==> config.mk <==
export PLATFORM = sky130hd
export DESIGN_NAME = shift_reg_seq_ctrl_flat
export DESIGN_NICKNAME = d
export VERILOG_FILES = /design/src/rtl/shift_reg_seq_ctrl_pkg.sv /design/src/rtl/shift_reg_seq_ctrl_if.sv /design/src/rtl/shift_reg_seq_ctrl_shift_capture.sv /design/src/rtl/shift_reg_seq_ctrl.sv /design/src/flat_wrapper.sv
export SDC_FILE = /design/constraint.sdc
export NUM_CORES = 1
export LEC_CHECK = 0
export CAP_MARGIN = 20
export CORE_MARGIN = 1
export CORE_UTILIZATION = 55
export DETAILED_ROUTE_END_ITERATION = 7
export DONT_BUFFER_PORTS = 1
export HOLD_SLACK_MARGIN = 0.08
export PLACE_DENSITY = 0.7
export RECOVER_POWER = 50
export SLEW_MARGIN = 10
export SYNTH_ARGS = -nofsm -noshare
export SYNTH_HDL_FRONTEND = slang
export SYNTH_SLANG_ARGS = --single-unit
==> constraint.sdc <==
create_clock -name clk -period 2.55 [get_ports clk]
set_input_delay 0.51 -clock clk [delete_from_list [all_inputs] [get_ports clk]]
set_output_delay 0.51 -clock clk [all_outputs]
set_load 0.02 [all_outputs]
==> src/rtl/shift_reg_seq_ctrl_pkg.sv <==
// Shared types and constants for the shift register sequencer.
package shift_ctrl_pkg;

  typedef enum logic [2:0] {
    IDLE  = 3'd0,
    LOAD  = 3'd1,
    SHIFT = 3'd2,
    DONE  = 3'd3,
    GAP   = 3'd4
  } state_t;

  localparam logic SR_MODE_HOLD   = 1'b0;
  localparam logic SR_MODE_RSHIFT = 1'b1;

  localparam int DEF_WIDTH      = 4;
  localparam int DEF_GAP_CYCLES = 1;
  localparam int DEF_ERR_W      = 8;

endpackage

==> src/rtl/shift_reg_seq_ctrl_if.sv <==
// Word-source handshake, shift register drive/return and result signals.
interface shift_reg_seq_ctrl_if import shift_ctrl_pkg::*; #(
  parameter int WIDTH = DEF_WIDTH,
  parameter int ERR_W = DEF_ERR_W
) ();
  logic             in_valid;
  logic [WIDTH-1:0] in_data;
  logic             in_ready;
  logic             sr_load;
  logic             sr_mode;
  logic [WIDTH-1:0] sr_d;
  logic             sr_q;
  logic             out_valid;
  logic [WIDTH-1:0] out_data;
  logic             err;
  logic [ERR_W-1:0] err_cnt;
  logic             busy;

  modport master (
    output in_valid, in_data, sr_q,
    input  in_ready, sr_load, sr_mode, sr_d, out_valid, out_data, err, err_cnt, busy
  );

  modport slave (
    input  in_valid, in_data, sr_q,
    output in_ready, sr_load, sr_mode, sr_d, out_valid, out_data, err, err_cnt, busy
  );
endinterface

==> src/rtl/shift_reg_seq_ctrl_shift_capture.sv <==
// Bit counter and LSB-first deserializer for the returning serial stream.
// Latency: one bit per enabled cycle; no backpressure, driven purely by the FSM.
// rx_word presents the word including the bit sampled this cycle.
module shift_capture import shift_ctrl_pkg::*; #(
  parameter int WIDTH = DEF_WIDTH
) (
  input  logic             clk,
  input  logic             rst,
  input  logic             start,
  input  logic             en,
  input  logic             sample,
  output logic             last_bit,
  output logic [WIDTH-1:0] rx_word
);
  localparam int CNT_W = (WIDTH > 1) ? $clog2(WIDTH) : 1;

  logic [CNT_W-1:0] cnt_q, cnt_d;
  logic [WIDTH-1:0] rx_q, rx_d;

  always_comb begin
    cnt_d = cnt_q;
    rx_d  = rx_q;
    if (start) begin
      cnt_d = '0;
    end else if (en) begin
      rx_d[cnt_q] = sample;
      cnt_d       = cnt_q + CNT_W'(1);
    end
  end

  assign last_bit = en && (cnt_q == CNT_W'(WIDTH - 1));
  assign rx_word  = rx_d;

  always_ff @(posedge clk or negedge rst) begin
    if (!rst) begin
      cnt_q <= '0;
      rx_q  <= '0;
    end else begin
      cnt_q <= cnt_d;
      rx_q  <= rx_d;
    end
  end
endmodule

==> src/rtl/shift_reg_seq_ctrl.sv <==
// Loads each accepted word into the shift register, shifts it out and checks the echo.
// Latency: out_valid WIDTH+1 cycles after accept; one word per WIDTH+3+GAP_CYCLES cycles.
// Backpressure: in_ready only in IDLE; the source holds its word until accepted.
module shift_reg_seq_ctrl import shift_ctrl_pkg::*; #(
  parameter int WIDTH      = DEF_WIDTH,
  parameter int GAP_CYCLES = DEF_GAP_CYCLES,
  parameter int ERR_W      = DEF_ERR_W
) (
  input  logic                 clk,
  input  logic                 rst,
  shift_reg_seq_ctrl_if.slave  bus
);
  localparam int GAP_W    = (GAP_CYCLES > 1) ? $clog2(GAP_CYCLES) : 1;
  localparam int GAP_LAST = (GAP_CYCLES > 0) ? GAP_CYCLES - 1 : 0;

  state_t           state_q, state_d;
  logic [GAP_W-1:0] gap_cnt_q, gap_cnt_d;
  logic [WIDTH-1:0] tx_q, tx_d;
  logic [WIDTH-1:0] sr_d_q, sr_d_d;
  logic [WIDTH-1:0] out_data_q, out_data_d;
  logic [ERR_W-1:0] err_cnt_q, err_cnt_d;
  logic             in_ready_q, in_ready_d;
  logic             sr_load_q, sr_load_d;
  logic             sr_mode_q, sr_mode_d;
  logic             out_valid_q, out_valid_d;
  logic             err_q, err_d;
  logic             busy_q, busy_d;
  logic             cap_start, cap_en, last_bit;
  logic [WIDTH-1:0] rx_word;

  shift_capture #(.WIDTH(WIDTH)) u_capture (
    .clk      (clk),
    .rst      (rst),
    .start    (cap_start),
    .en       (cap_en),
    .sample   (bus.sr_q),
    .last_bit (last_bit),
    .rx_word  (rx_word)
  );

  always_comb begin
    state_d   = state_q;
    gap_cnt_d = gap_cnt_q;
    tx_d      = tx_q;
    cap_start = 1'b0;
    cap_en    = 1'b0;
    case (state_q)
      IDLE: begin
        if (bus.in_valid && in_ready_q) begin
          tx_d    = bus.in_data;
          state_d = LOAD;
        end
      end
      LOAD: begin
        cap_start = 1'b1;
        state_d   = SHIFT;
      end
      SHIFT: begin
        cap_en = 1'b1;
        if (last_bit) state_d = DONE;
      end
      DONE: begin
        gap_cnt_d = '0;
        state_d   = (GAP_CYCLES == 0) ? IDLE : GAP;
      end
      GAP: begin
        if (gap_cnt_q == GAP_W'(GAP_LAST)) state_d = IDLE;
        else gap_cnt_d = gap_cnt_q + GAP_W'(1);
      end
      default: state_d = IDLE;
    endcase

    // Outputs are registered from the next state so reset forces them all low.
    in_ready_d  = (state_d == IDLE);
    busy_d      = (state_d != IDLE);
    sr_load_d   = (state_d == LOAD);
    sr_mode_d   = (state_d == SHIFT) ? SR_MODE_RSHIFT : SR_MODE_HOLD;
    sr_d_d      = tx_d;
    out_valid_d = (state_d == DONE);
    out_data_d  = out_valid_d ? rx_word : out_data_q;
    err_d       = out_valid_d && (rx_word != tx_q);
    err_cnt_d   = err_cnt_q;
    if (err_d && (err_cnt_q != '1)) err_cnt_d = err_cnt_q + ERR_W'(1);
  end

  always_ff @(posedge clk or negedge rst) begin
    if (!rst) begin
      state_q     <= IDLE;
      gap_cnt_q   <= '0;
      tx_q        <= '0;
      sr_d_q      <= '0;
      out_data_q  <= '0;
      err_cnt_q   <= '0;
      in_ready_q  <= 1'b0;
      sr_load_q   <= 1'b0;
      sr_mode_q   <= SR_MODE_HOLD;
      out_valid_q <= 1'b0;
      err_q       <= 1'b0;
      busy_q      <= 1'b0;
    end else begin
      state_q     <= state_d;
      gap_cnt_q   <= gap_cnt_d;
      tx_q        <= tx_d;
      sr_d_q      <= sr_d_d;
      out_data_q  <= out_data_d;
      err_cnt_q   <= err_cnt_d;
      in_ready_q  <= in_ready_d;
      sr_load_q   <= sr_load_d;
      sr_mode_q   <= sr_mode_d;
      out_valid_q <= out_valid_d;
      err_q       <= err_d;
      busy_q      <= busy_d;
    end
  end

  assign bus.in_ready  = in_ready_q;
  assign bus.sr_load   = sr_load_q;
  assign bus.sr_mode   = sr_mode_q;
  assign bus.sr_d      = sr_d_q;
  assign bus.out_valid = out_valid_q;
  assign bus.out_data  = out_data_q;
  assign bus.err       = err_q;
  assign bus.err_cnt   = err_cnt_q;
  assign bus.busy      = busy_q;
endmodule
==> src/flat_wrapper.sv <==
// flat-port wrapper written by rule: the top's interface ports become plain ports
module shift_reg_seq_ctrl_flat import shift_ctrl_pkg::*;
#(
  parameter int WIDTH      = DEF_WIDTH,
  parameter int GAP_CYCLES = DEF_GAP_CYCLES,
  parameter int ERR_W      = DEF_ERR_W
)
  (clk, rst, bus_in_valid, bus_in_data, bus_sr_q, bus_in_ready, bus_sr_load, bus_sr_mode, bus_sr_d, bus_out_valid, bus_out_data, bus_err, bus_err_cnt, bus_busy);
  shift_reg_seq_ctrl_if #(.WIDTH(WIDTH), .ERR_W(ERR_W)) bus_i ();
  input  logic clk;
  input  logic rst;
  input wire logic [$bits(bus_i.in_valid)-1:0] bus_in_valid;
  input wire logic [$bits(bus_i.in_data)-1:0] bus_in_data;
  input wire logic [$bits(bus_i.sr_q)-1:0] bus_sr_q;
  output wire logic [$bits(bus_i.in_ready)-1:0] bus_in_ready;
  output wire logic [$bits(bus_i.sr_load)-1:0] bus_sr_load;
  output wire logic [$bits(bus_i.sr_mode)-1:0] bus_sr_mode;
  output wire logic [$bits(bus_i.sr_d)-1:0] bus_sr_d;
  output wire logic [$bits(bus_i.out_valid)-1:0] bus_out_valid;
  output wire logic [$bits(bus_i.out_data)-1:0] bus_out_data;
  output wire logic [$bits(bus_i.err)-1:0] bus_err;
  output wire logic [$bits(bus_i.err_cnt)-1:0] bus_err_cnt;
  output wire logic [$bits(bus_i.busy)-1:0] bus_busy;
  assign bus_i.in_valid = bus_in_valid;
  assign bus_i.in_data = bus_in_data;
  assign bus_i.sr_q = bus_sr_q;
  assign bus_in_ready = bus_i.in_ready;
  assign bus_sr_load = bus_i.sr_load;
  assign bus_sr_mode = bus_i.sr_mode;
  assign bus_sr_d = bus_i.sr_d;
  assign bus_out_valid = bus_i.out_valid;
  assign bus_out_data = bus_i.out_data;
  assign bus_err = bus_i.err;
  assign bus_err_cnt = bus_i.err_cnt;
  assign bus_busy = bus_i.busy;
  shift_reg_seq_ctrl #(.WIDTH(WIDTH), .GAP_CYCLES(GAP_CYCLES), .ERR_W(ERR_W)) u_core (.clk(clk), .rst(rst), .bus(bus_i));
endmodule
==> impl_results.html <==
<table>
<tr><th>Metric</th><th>Value</th></tr>
<tr><th colspan="2">Timing</th></tr>
<tr><td>Setup slack of the critical path after layout</td><td>between 0.1 and 0.15 ns</td></tr>
<tr><td>Maximum achievable frequency</td><td>0.410 GHz</td></tr>
<tr><td>Transition time at the pin with the least slew margin</td><td>1.60 ns</td></tr>
<tr><td>Crit share post-route</td><td>~96%</td></tr>
<tr><td>Clk_skew</td><td>0.00922 ns</td></tr>
<tr><td>Setup violations, final</td><td>0</td></tr>
<tr><td>Relative slew slack</td><td>-6.48%</td></tr>
<tr><td>Final number of max-transition violations</td><td>32</td></tr>
<tr><td>Total Neg Setup Slack</td><td>0 ns</td></tr>
<tr><td>Unrepaired setup endpoints after global routing</td><td>no</td></tr>
<tr><td>Min cycle time layout</td><td>between 2 and 2.5 ns</td></tr>
<tr><td>Worst hold slack after final layout</td><td>0.286 ns</td></tr>
<tr><td>Total count of hold-check failures in the final report</td><td>0</td></tr>
<tr><th colspan="2">Clock tree</th></tr>
<tr><td>H-tree levels</td><td>2</td></tr>
<tr><td>Worst-Skew Late Latency</td><td>roughly 0.33 ns</td></tr>
<tr><td># clock sinks</td><td>31</td></tr>
<tr><td>Total clock buffers created by CTS</td><td>5</td></tr>
<tr><td>Clock root buffer</td><td>clkbuf_4</td></tr>
<tr><td>TritonCTS clock tree</td><td>done</td></tr>
<tr><td>CTS clk-pin slew, worst paths</td><td>~0.10 ns</td></tr>
<tr><td>Resized Gates After CTS</td><td>0</td></tr>
<tr><td>Post CTS Setup Buffer Count</td><td>0</td></tr>
<tr><td>Buffer levels on the longest clock path</td><td>2</td></tr>
<tr><th colspan="2">Power</th></tr>
<tr><td>Max VDD drop</td><td>about 780 uV</td></tr>
<tr><td>Post-layout power</td><td>between 0.002 and 0.0025 W</td></tr>
<tr><td>Leakage power total</td><td>0.745 nW</td></tr>
<tr><td>Cell area power density</td><td>1280 mW/mm^2</td></tr>
<tr><th colspan="2">Critical path</th></tr>
<tr><td>Crit path max fanout</td><td>8</td></tr>
<tr><td>Max incr delay on CP</td><td>0.60 ns</td></tr>
<tr><td>Critical Setup Path Class</td><td>reg2reg</td></tr>
<tr><td>Cell chain of the critical path</td><td>inv_1 -&gt; ha_1 -&gt; and4bb_4 -&gt; mux2i_4 -&gt; xnor2_1 -&gt; or4b_4 -&gt; nand3_2 -&gt; mux2_1</td></tr>
<tr><td>Slowest CP cell</td><td>or4b_4</td></tr>
<tr><td>Worst setup EP type</td><td>flop</td></tr>
<tr><td>Reg2Reg Depth</td><td>8</td></tr>
<tr><td>Worst Path Arrival</td><td>2.66 ns</td></tr>
<tr><td>WP data required</td><td>approximately 2.8 ns</td></tr>
<tr><td>CP Launch Type</td><td>flop</td></tr>
<tr><th colspan="2">Synth</th></tr>
<tr><td>Synthesized-area fraction occupied by xor and xnor cells</td><td>under 10%</td></tr>
<tr><td>Count of synthesis-stage warnings from yosys</td><td>0</td></tr>
<tr><td>Main combinational cell family by area after synthesis</td><td>simple AND/OR/NAND/NOR gates</td></tr>
<tr><td>Cell area after synthesis</td><td>roughly 0.0015 sq mm</td></tr>
<tr><td>Syn Nets</td><td>between 100 and 150</td></tr>
<tr><td>Register bit count reported by yosys</td><td>31</td></tr>
<tr><td>Adder-Cell Fraction of Synth Area</td><td>about 4.1%</td></tr>
<tr><td>Async set-reset flop share out of synthesis</td><td>100%</td></tr>
<tr><td>Leading post-synthesis cells by cell area</td><td>dfrtp_1 (51%), nand2_1 (5.2%), ha_1 (4.1%), xnor2_1 (4.0%), nand3_4 (2.3%)</td></tr>
<tr><td>Multiplexer area fraction after synthesis</td><td>under 10%</td></tr>
<tr><td>Post-synthesis area per instance</td><td>approximately 11 sq um</td></tr>
<tr><td>Cells after Synth</td><td>133</td></tr>
<tr><td>Portion of the post-synthesis area used by sequential elements</td><td>between 50% and 60%</td></tr>
<tr><td>Compound-gate portion of the synthesized area</td><td>approximately 6.6%</td></tr>
<tr><td>Simple-gate area share of the yosys netlist</td><td>about 23%</td></tr>
<tr><td>Count of distinct cell types in the synthesized netlist</td><td>44</td></tr>
<tr><td>Dominant register cell in the synthesized netlist</td><td>dfrtp_1</td></tr>
<tr><td>Number of synthesized flops with an enable pin</td><td>0</td></tr>
<tr><td>Area fraction of the dominant cell type after synthesis</td><td>between 50% and 60%</td></tr>
<tr><td>Cell type with the highest aggregate area in the netlist</td><td>dfrtp_1</td></tr>
<tr><th colspan="2">Place</th></tr>
<tr><td>Post-DP HPWL</td><td>1910 um</td></tr>
<tr><td>Count of buffers inserted at the top-level ports</td><td>0</td></tr>
<tr><td>Global placement routability congestion</td><td>between 0.8 and 0.9</td></tr>
<tr><td>Place WS</td><td>~0.096 ns</td></tr>
<tr><th colspan="2">Worst hold path</th></tr>
<tr><td>Hold Path Class</td><td>in2reg</td></tr>
<tr><td>Hold-critical path depth</td><td>2</td></tr>
<tr><th colspan="2">Drt</th></tr>
<tr><td>Initial DRC Count</td><td>20</td></tr>
<tr><td>Routed Wire Length</td><td>roughly 2700 um</td></tr>
<tr><td>Via count</td><td>approximately 1000</td></tr>
<tr><td>Mean routed wirelength per cell</td><td>approximately 16 um</td></tr>
<tr><td>Routed vias/inst</td><td>5.77</td></tr>
<tr><td>First-pass iteration count of the detailed router</td><td>4</td></tr>
<tr><td>DRC</td><td>0</td></tr>
<tr><td>Number of nets with antenna violations after routing</td><td>0</td></tr>
<tr><th colspan="2">Outcome</th></tr>
<tr><td>Status</td><td>finished with violations</td></tr>
<tr><td>Violations in the final reports</td><td>capacitance limit, slew limit</td></tr>
<tr><th colspan="2">Final layout</th></tr>
<tr><td>P&amp;R area growth vs syn</td><td>6.14%</td></tr>
<tr><td>Final #Nets</td><td>around 160</td></tr>
<tr><td>Final core utilization</td><td>between 60% and 70%</td></tr>
<tr><td>Number of antenna diodes</td><td>0</td></tr>
<tr><td>Area occupied by multi-input gates</td><td>a little under 700 sq um</td></tr>
<tr><td>Sequential Area</td><td>between 700 and 800 sq um</td></tr>
<tr><td>Fillers</td><td>about 210</td></tr>
<tr><td>Share of final-layout standard cells stronger than drive strength 1</td><td>between 20% and 30%</td></tr>
<tr><th colspan="2">Die</th></tr>
<tr><td>Die height</td><td>around 55 um</td></tr>
<tr><td>Placement row count</td><td>18</td></tr>
<tr><td>Die X</td><td>approximately 55 um</td></tr>
<tr><td>Initial Utilization</td><td>around three fifths</td></tr>
<tr><td>Core region area</td><td>between 0.002 and 0.003 sq mm</td></tr>
<tr><td>Area of the die</td><td>around 0.003 sq mm</td></tr>
<tr><td>Top-level I/O count</td><td>30</td></tr>
<tr><th colspan="2">GRT</th></tr>
<tr><td>Number of global-route vias before repair</td><td>915</td></tr>
<tr><td>Pin count of the biggest net entering global routing</td><td>32</td></tr>
<tr><td>Number of antenna violations at the first check in global routing</td><td>0</td></tr>
<tr><td>Wire length of the first global-routing pass</td><td>4230 um</td></tr>
<tr><td>Total global routing overflow</td><td>0</td></tr>
<tr><td>Global router's overall resource usage</td><td>between 20% and 30%</td></tr>
<tr><th colspan="2">Flow run</th></tr>
<tr><td>Max-cap violations</td><td>1</td></tr>
</table>
==> where the power goes <==
group	switching (W)	internal, W
combinational	0.000363	0.000383
clock	0.000161	0.000107
sequential	0.000371	0.000688
total	0.000895	0.00118
==> cell usage in the layout, fill, tap and decap left out, types with 2 or more instances in the layout <==
master,Yosys,final
clkbuf_4,0,5
nor3_1,3,3
nand3_1,2,2
o21ai_0,2,2
nand3_2,2,2
xnor2_1,7,7
mux2_1,2,2
nor2_1,6,6
nand3_4,2,2
mux2_4,2,2
a22o_2,2,2
nand2b_1,2,2
nand4_1,3,3
nand2_1,21,21
dfrtp_1,31,31
a21oi_1,2,2
inv_1,8,8
buf_4,1,3
ha_1,5,5
clkbuf_1,1,4
and3_1,3,3
mux2_2,2,2
==> worst max-delay path, delay by kind of cell (launching register included) <==
| kind | cells | cell delay, ns |
|---|---|---|
| flops | 1 | 0.43 |
| buf+inv | 1 | 0.13 |
| simple gates | 3 | 0.96 |
| fa+ha+maj | 1 | 0.16 |
| xor+xnor | 1 | 0.09 |
| mux | 2 | 0.57 |
==> sequential cells by signal (all words and copies together) (netlist names), 2 cells and up <==
name                    count
u_core.state_q              3
u_core.u_capture.rx_q       4
u_core.tx_q                 4
u_core.u_capture.cnt_q      2
u_core.bus.out_data         4
u_core.bus.err_cnt          8
==> metal layers <==
metal  share of wire [%]  vias up  global-route usage, %
met5                   0        -                      0
met4                 1.6        0                   7.69
met3                 5.5        6                   10.0
met2                  46       28                   31.3
met1                  47      486                   26.7
li1                    -      479                      -
==> cells by family (layout without fill, tap and decap cells) <==
group / count (synthesis) / in the layout
AO/OA/AOI/OAI: 14 / 14
adder cells (fa/ha/maj): 5 / 5
AND/OR/NAND/NOR: 55 / 55
XOR/XNOR: 7 / 7
flip-flops: 31 / 31
multiplexers: 8 / 8
buffers and inverters: 13 / 23
==> layout make-up <==
type                            count  area share (%)
Clock inverter                      1           0.309
Multi-Input combinational cell     89            41.9
Tap cell                           30            2.31
Inverter                            9            2.39
Sequential cell                    31            47.8
Timing Repair Buffer                6            2.47
Clock buffer                        7            2.78
==> through the flow <==
stage | instances | area [sq um]
floorplan | 133 | 1530
global placement | 163 | 1560
detailed placement | 163 | 1560
CTS | 173 | 1640
global route | 173 | 1620
finish | 173 | 1620
==> synth_stat cells (all sizes together) (2+ instances only) <==
library cell  count
nand3             6
nand2b            2
nand2            21
dfrtp            31
and4bb            3
o21ai             2
a21oi             3
inv               8
a22o              3
mux2              6
and3              3
ha                5
nor2              7
nand4             3
or4b              2
mux2i             2
xnor2             7
nor3              3
buf               3
==> final timing paths <==
check                                     startpoint  slack, ns                   endpoint
setup reg to reg           u_core.u_capture.cnt_q[0]       0.11      u_core.bus.err_cnt[6]
hold / removal                        bus_in_data[1]       0.29             u_core.tx_q[1]
min in group asynchronous                        rst       1.12      u_core.bus.err_cnt[5]
max in group asynchronous                        rst       0.49  u_core.u_capture.cnt_q[1]
hold reg to reg             u_core.u_capture.rx_q[3]       0.54   u_core.u_capture.rx_q[3]
setup / recovery           u_core.u_capture.cnt_q[0]       0.11      u_core.bus.err_cnt[6]
==> timing repair <==
item                       4_1_cts  5_1_grt
hold buffers                     2        0
setup endpoints to repair        0        3
hold endpoints to repair        31        0
Power figures use the tool's default switching activity.
